==> config.mk <==
export PLATFORM = sky130hd
export DESIGN_NAME = huff_decoder
export DESIGN_NICKNAME = d
export VERILOG_FILES = /design/src/rtl/huff_decoder.sv
export SDC_FILE = /design/constraint.sdc
export NUM_CORES = 1
export LEC_CHECK = 0
export BUFFER_PORTS_ARGS = -buffer_cell sky130_fd_sc_hd__clkbuf_2
export CAP_MARGIN = 20
export CORE_MARGIN = 4
export CORE_UTILIZATION = 35
export CTS_CLUSTER_DIAMETER = 150
export DETAILED_ROUTE_END_ITERATION = 6
export GPL_ROUTABILITY_DRIVEN = 0
export PLACE_DENSITY = 0.56
export SLEW_MARGIN = 0
export SYNTH_ARGS = -nofsm -noshare
export SYNTH_HDL_FRONTEND = slang
export SYNTH_SLANG_ARGS = --single-unit
==> constraint.sdc <==
create_clock -name clk -period 6.3 [get_ports clk]
set_input_delay 0.945 -clock clk [delete_from_list [all_inputs] [get_ports clk]]
set_output_delay 0.945 -clock clk [all_outputs]
set_load 0.03 [all_outputs]
==> src/rtl/huff_decoder.sv <==
// Three-entry prefix-code (Huffman) decoder: loads {char, mask, value} entries, then decodes a serial MSB-first bit stream.
// Optional macro HUFF_DEC_ERR_EN: a 3-bit code with no match becomes a sticky error instead of being silently dropped.
module huff_decoder (
  input  logic        clk,
  input  logic        reset,
  input  logic [11:0] io_in,
  output logic [11:0] io_out
);

  typedef enum logic [1:0] {LOAD_CHAR, LOAD_CODE, DECODE, ERR} state_t;

  state_t      state, state_nx;
  logic [7:0]  tbl_char [3];
  logic [2:0]  tbl_mask [3];
  logic [2:0]  tbl_val  [3];
  logic [1:0]  idx;
  logic [2:0]  acc;
  logic [1:0]  len;
  logic [7:0]  out_char;
  logic        out_valid;
  logic        out_err;

  logic        soft_clr, word_vld, bit_vld, bit_val, bit_take;
  logic [2:0]  acc_nx;
  logic [1:0]  len_nx;
  logic        hit;
  logic [1:0]  hit_idx;

  assign word_vld = io_in[8];
  assign bit_vld  = io_in[9];
  assign bit_val  = io_in[10];
  assign soft_clr = io_in[11];

  function automatic logic [1:0] popcnt3(input logic [2:0] m);
    return 2'(m[0]) + 2'(m[1]) + 2'(m[2]);
  endfunction

  // Match is evaluated on the post-shift accumulator so a code completes on its last bit's edge.
  always_comb begin
    bit_take = (state == DECODE) && bit_vld;
    acc_nx   = {acc[1:0], bit_val};
    len_nx   = len + 2'd1;
    hit      = 1'b0;
    hit_idx  = 2'd0;
    for (int unsigned i = 0; i < 3; i++) begin
      if (!hit && len_nx == popcnt3(tbl_mask[i]) && (acc_nx & tbl_mask[i]) == tbl_val[i]) begin
        hit     = 1'b1;
        hit_idx = 2'(i);
      end
    end
  end

  always_comb begin
    state_nx = state;
    if (soft_clr) begin
      state_nx = LOAD_CHAR;
    end else begin
      case (state)
        LOAD_CHAR: if (word_vld) state_nx = LOAD_CODE;
        LOAD_CODE: if (word_vld) state_nx = (idx == 2'd2) ? DECODE : LOAD_CHAR;
`ifdef HUFF_DEC_ERR_EN
        DECODE:    if (bit_take && !hit && len_nx == 2'd3) state_nx = ERR;
`endif
        default:   state_nx = state;
      endcase
    end
  end

  always_ff @(posedge clk or negedge reset) begin
    if (!reset) state <= LOAD_CHAR;
    else        state <= state_nx;
  end

  always_ff @(posedge clk or negedge reset) begin
    if (!reset) begin
      for (int unsigned i = 0; i < 3; i++) begin
        tbl_char[i] <= '0;
        tbl_mask[i] <= '0;
        tbl_val[i]  <= '0;
      end
      idx       <= '0;
      acc       <= '0;
      len       <= '0;
      out_char  <= '0;
      out_valid <= 1'b0;
    end else if (soft_clr) begin
      for (int unsigned i = 0; i < 3; i++) begin
        tbl_char[i] <= '0;
        tbl_mask[i] <= '0;
        tbl_val[i]  <= '0;
      end
      idx       <= '0;
      acc       <= '0;
      len       <= '0;
      out_char  <= '0;
      out_valid <= 1'b0;
    end else begin
      out_valid <= 1'b0;
      case (state)
        LOAD_CHAR: if (word_vld) tbl_char[idx] <= io_in[7:0];
        LOAD_CODE: begin
          if (word_vld) begin
            tbl_mask[idx] <= io_in[5:3];
            tbl_val[idx]  <= io_in[2:0];
            if (idx != 2'd2) idx <= idx + 2'd1;
          end
        end
        DECODE: begin
          if (bit_take) begin
            if (hit) begin
              out_char  <= tbl_char[hit_idx];
              out_valid <= 1'b1;
              acc       <= '0;
              len       <= '0;
            end else if (len_nx == 2'd3) begin
              acc <= '0;
              len <= '0;
            end else begin
              acc <= acc_nx;
              len <= len_nx;
            end
          end
        end
        default: ;
      endcase
    end
  end

`ifdef HUFF_DEC_ERR_EN
  always_ff @(posedge clk or negedge reset) begin
    if (!reset)                                   out_err <= 1'b0;
    else if (soft_clr)                            out_err <= 1'b0;
    else if (bit_take && !hit && len_nx == 2'd3)  out_err <= 1'b1;
  end
`else
  assign out_err = 1'b0;
`endif

  assign io_out = {(len != 2'd0), (state == DECODE || state == ERR), out_err, out_valid, out_char};

endmodule

==> Yosys cells after proc, flatten, opt, wreduce, memory -nomap -nowiden <==
Index checks and enable logic that the tools add are counted.
{ "totals": {"reg_bits": 59, "inputBits": 14, "out_inout_bits": 12, "word_cells": 122} }
{ "classes": {"addsub": 8, "order_cmp": 3, "n_eq_ne": 14, "muxes": 51, "bitwise_logic": 5, "n_reduce_logical": 26} }
{ "ops": {"columns": ["operator", "n"], "rows": [
  ["$mux W24", 3],
  ["$mux W8", 7],
  ["$mux W9", 6],
  ["$mux W2", 19],
  ["$bwmux W24", 1],
  ["$bwmux W9", 2],
  ["$bmux W8 S2", 1],
  ["$demux W8 S2", 1],
  ["$reduce_bool A2 Y1", 8],
  ["$and A3 B3 Y3", 3],
  ["$eq A3 B3 Y1", 3],
  ["$reduce_and A3 Y1", 3],
  ["$eq A2 B2 Y1 const B", 4],
  ["$mux W1", 8],
  ["$logic_and A1 B1 Y1", 7],
  ["$add A1 B1 Y2", 3],
  ["$add A2 B1 Y2", 3],
  ["$demux W3 S2", 1],
  ["$eq A2 B2 Y1", 3],
  ["$ge A3 B3 Y1 const B", 2],
  ["$ne A3 B3 Y1 const B", 2],
  ["$not A2 Y3", 2],
  ["$reduce_and A2 Y1", 3],
  ["$add A2 B1 Y2 const B", 2],
  ["other kinds (9)", 10]
]} }

==> Depth between registers and ports, before layout <==
{ "logic_depth": {"word_depth": 21, "mapped_depth": 11, "depth_no_buf": 8} }

==> Worst setup path after synthesis <==
No wires, ideal clock.
{ "synth_timing": {"kind": "input-to-reg", "from": "input port io_in[10]", "to": "register out_char[5]", "setup_time_ns": 0.122, "arrival_ns": 2.221, "t_required_ns": 6.178, "path_slack_ns": 3.958, "path_stages": 7, "path_buffers": 1, "path_cell_list": "nand2_1 > xnor2_1 > nor4_4 > nand3_2 > buf_6 > or2_0 > a32o_1"} }
{ "synth_between": {"elab_chain_len": 20, "elab_cells_between_ends": 28, "classes_between": "eq/ne: 3; mux: 12; bitwise: 4; reduce/logical: 9"} }
{ "synth_lines": {"columns": ["item", "line", "text"], "rows": [
  ["start, declared", "6", "input logic [11:0] io_in,"],
  ["$and A3 B3 Y3", "46", "if (!hit && len_nx == popcnt3(tbl_mask[i]) && (acc_nx & tbl_mask[i]) == tbl_val[i]) begin"],
  ["$eq A3 B3 Y1", "46", null],
  ["$logic_and A1 B1 Y1", "46", null],
  ["$mux W1", "46", null],
  ["$logic_not A1 Y1", "46", null],
  ["$logic_and A1 B1 Y1 (2 in series)", "46", null],
  ["$mux W1", "46", null],
  ["$logic_not A1 Y1", "46", null],
  ["$logic_and A1 B1 Y1 (2 in series)", "46", null],
  ["$mux W2", "46", null],
  ["$not A2 Y3 (not written as such)", "111", "out_char <= tbl_char[hit_idx];"],
  ["$bmux W8 S2", "111", null],
  ["$mux W8 (not written as such) (2 in series)", "111", null],
  ["$mux W8", "110", "if (hit) begin"],
  ["$mux W8", "109", "if (bit_take) begin"],
  ["$mux W8", "99", "case (state)"],
  ["$mux W8", "86", "end else if (soft_clr) begin"],
  ["end signal, assigned", "111", null],
  ["end, declared", "19", "logic [7:0] out_char;"]
]} }
Several ways; a longest one is shown, not always the timed one. The select of a mux whose other input is x is not followed.
A chain may end at the register's enable or synchronous reset.

==> Worst setup path in the final report <==
{ "layout_timing": {"from": "register len[0]", "to": "register out_char[3]"} }
{ "layout_between": {"elab_chain_len": 20, "elab_cells_between_ends": 26, "classes_between": "add/sub: 1; eq/ne: 3; mux: 12; bitwise: 1; reduce/logical: 9"} }
{ "layout_lines": {"columns": ["item", "line", "text"], "rows": [
  ["start, declared", "18", "logic [1:0] len;"],
  ["start signal, assigned", "120", "len <= len_nx;"],
  ["$add A2 B1 Y2 *", "42", "len_nx = len + 2'd1;"],
  ["$eq A2 B2 Y1", "46", null],
  ["$logic_and A1 B1 Y1", "46", null],
  ["$mux W1", "46", null],
  ["$logic_not A1 Y1", "46", null],
  ["$logic_and A1 B1 Y1 (2 in series)", "46", null],
  ["$mux W1", "46", null],
  ["$logic_not A1 Y1", "46", null],
  ["$logic_and A1 B1 Y1 (2 in series)", "46", null],
  ["$mux W2", "46", null],
  ["$not A2 Y3 (not written as such)", "111", null],
  ["$bmux W8 S2", "111", null],
  ["$mux W8 (not written as such) (2 in series)", "111", null],
  ["$mux W8", "110", null],
  ["$mux W8", "109", null],
  ["$mux W8", "99", null],
  ["$mux W8", "86", null]
]} }
Every way passes the cells marked *; elsewhere a longest branch is shown, timed or not. The select of a mux whose other input is x is not followed.

==> flow_summary.ini <==
[clock_tree]
post-cts-setup-buffer-count = 0
cts_root_buf = clkbuf_8
cts_max_path_buffers = 2
ctsResizeCount = 0
cts_hold_buf = 0
cts.clk_slew.worst_paths_ps = 70
cts.sinks = 59
clock_latency_ps = 340
tritoncts = yes
cts.htree.levels = 3
cts_buffers = 9

[route]
vias = 2115
routedWlPerCell_um = 16.6
via_per_inst = 5.16
drc = 0
first_iter_violations = 106
ant_nets = 0
wl_mm = 6.80
first_pass_iters = 4

[grt]
antenna_found_initial = 0
grt_max_degree = 60
gr-usage-met3_pct = 1.82
grt_usage_pct = 14.4
grt_util_met1_pct = 21.5
grt_use_met2_pct = 20.9
grt.busiest_layer = met1
grt_pass1_wl_mm = 11.1
grt_remaining_overflow = 0
grt_pass1_vias = 2052

[critical_path]
end_kind = flip-flop
cp.arrival_ps = 2910
startpoint = len[0]
critPathTopFamily = simple AND/OR/NAND/NOR gates
cp-start-kind = flip-flop
rrSetupSlack_ps = 3610
crit_path_cell_trace = inv_1, ha_1, xnor2_1, nand2_2, nor4_4, nand3_2, or2_2, a32o_1
required_ps = 6520
path_class = reg2reg
crit_buf_inv = 1
reg2regPathDepth = 8
crit_slowest_cell = dfrtp_1
reg2reg_to = out_char[3]
r2r_start = len[0]
worstPathMaxFanout = 16
cp.depth = 8
endpoint = out_char[3]
cpPeakStageDelay_ps = 540

[sta]
setup_viol = 0
slew_headroom_pct = 49.3
rsz0062_at_grt = no
setup_ws_ps = 3610
min_period_over_period_pct = 42.6
slew_viol_final = 0
worstMarginPinSlew_ps = 760
hold_viol_final = 0
fin_skew_ps = 11.3
fmax_mhz = 372
fin_crit_ps = 2690
finalSetupTns_ps = 0

[placement]
numPortBuffers = 24
preCtsSetupSlack_ps = 3560
dp_hpwl_mm = 4.63

[finish]
drive_gt1_share_pct = 17.4
fin_nets = 323
fillerInstances = 793
area_growth_pct = 11.8
antenna_cells = 0

[synth]
syn_area_per_cell_um2 = 10.4
yosysWarnings = 0
synth_fp_nets = 306
synthTopCellsByArea = dfrtp_1 50%, a22o_1 7.2%, nand3_1 6.1%
yosysTopAreaCell = dfrtp_1
synth_seq_cells = 59
synth_cell_types = 36
synth_top_area_share_pct = 50.3
seq_area_frac_synth_pct = 50.3
syn-cell-area_um2 = 2940
synth_cells = 283

[hold_path]
min_path_type = reg2reg
hold_path_depth = 1

[floorplan]
die_w_um = 99.6
die_y_um = 99.6
design.core.area_um2 = 8180
row_count = 33
start_util_pct = 35.9
die_area_um2 = 9920
ios = 26

[status]
status = finished, final reports clean

[pwr]
peakVddDrop_uv = 105
leakagePower_nw = 1.46
p_per_area_nw_per_um2 = 240

[flow_run]
drv_cap = 0
## how the worst min path moves through the flow
stage	startpoint	endpoint
global route	out_char[2]	out_char[2]
CTS	out_char[4]	out_char[4]
global placement	out_char[6]	out_char[6]
detailed placement	out_char[4]	out_char[4]
finish	out_char[4]	out_char[4]
floorplan	tbl_char[0]	tbl_char[0]
## metrics by stage
stage               hold WS [ps]  cell area (µm²)  std cells  total power [mW]  util, %
floorplan                    465             2940        283             0.445        -
detailed placement           486             3100        394             0.474     37.9
global placement             476             3100        394             0.474     37.9
finish                       493             3280        410             0.789     40.2
CTS                          501             3280        410             0.796     40.2
global route                 511             3280        410             0.822     40.2
## layout make-up
type | instances | area, µm² | share of cell area (%)
timing repair buffer | 25 | 128 | 3.89
sequential | 59 | 1480 | 45.0
clock inverter | 5 | 36.3 | 1.11
tap | 105 | 131 | 4.00
multi-input combinational | 200 | 1340 | 40.9
clock buffer | 11 | 151 | 4.61
inverter | 5 | 18.8 | 0.572
## placed cells by master (no fill, tap or decap), types with 6 or more instances in the layout
cell	instances
a21oi_1	25
a22o_1	24
a32o_1	8
clkbuf_2	24
clkbuf_8	11
dfrtp_1	59
ha_1	6
nand2_1	34
nand3_1	36
nor2_1	6
o21ai_0	8
or2_2	6
xnor2_1	8
xor2_1	8
## cells in the mapped netlist
cell type	number
a21oi_1	25
a22o_1	24
a31oi_1	1
a32o_1	8
and2_1	4
and3b_1	1
and4_1	2
buf_1	2
buf_2	2
buf_4	3
buf_6	2
clkbuf_1	10
conb_1	1
dfrtp_1	59
fa_1	3
ha_1	6
inv_1	5
mux2i_1	1
nand2_1	34
nand2_2	1
nand3_1	36
nand3_2	1
nand3b_1	1
nand4_1	2
nand4b_1	2
nor2_1	6
nor2b_1	4
nor3_4	2
nor4_4	1
o21ai_0	8
o21ba_1	1
or2_0	2
or2_2	6
xnor2_1	8
xor2_1	8
xor2_2	1
## logic make-up (layout without fill, tap and decap cells)
logic type,after synthesis,after routing,synth area share (%)
buffers and inverters,24,46,4.05
AOI/OAI and AO/OA,67,67,16.1
and+or+nand+nor,105,105,19.2
adders and majority gates,9,9,4.60
other,1,1,0.128
xor gates and xnor gates,17,17,5.33
muxes,1,1,0.341
DFF,59,59,50.3
## routing by layer
| metal | vias up | part of all wire [%] |
|---|---|---|
| li1 | 1039 | - |
| met1 | 1029 | 49 |
| met2 | 36 | 46 |
| met3 | 11 | 3.1 |
| met4 | 0 | 1.7 |
| met5 | - | 0 |
## registers in the layout (all words and copies together) (netlist names)
signal	cells
out_valid	1
tbl_val	9
tbl_mask	9
acc	2
state	2
tbl_char	24
len	2
idx	2
out_char	8
## power by group
group | total (mW) | switching, mW | internal, mW
logic | 0.0719 | 0.0505 | 0.0214
clock network | 0.323 | 0.158 | 0.165
registers | 0.395 | 0.00724 | 0.388
(Power assumes the default switching activity.)
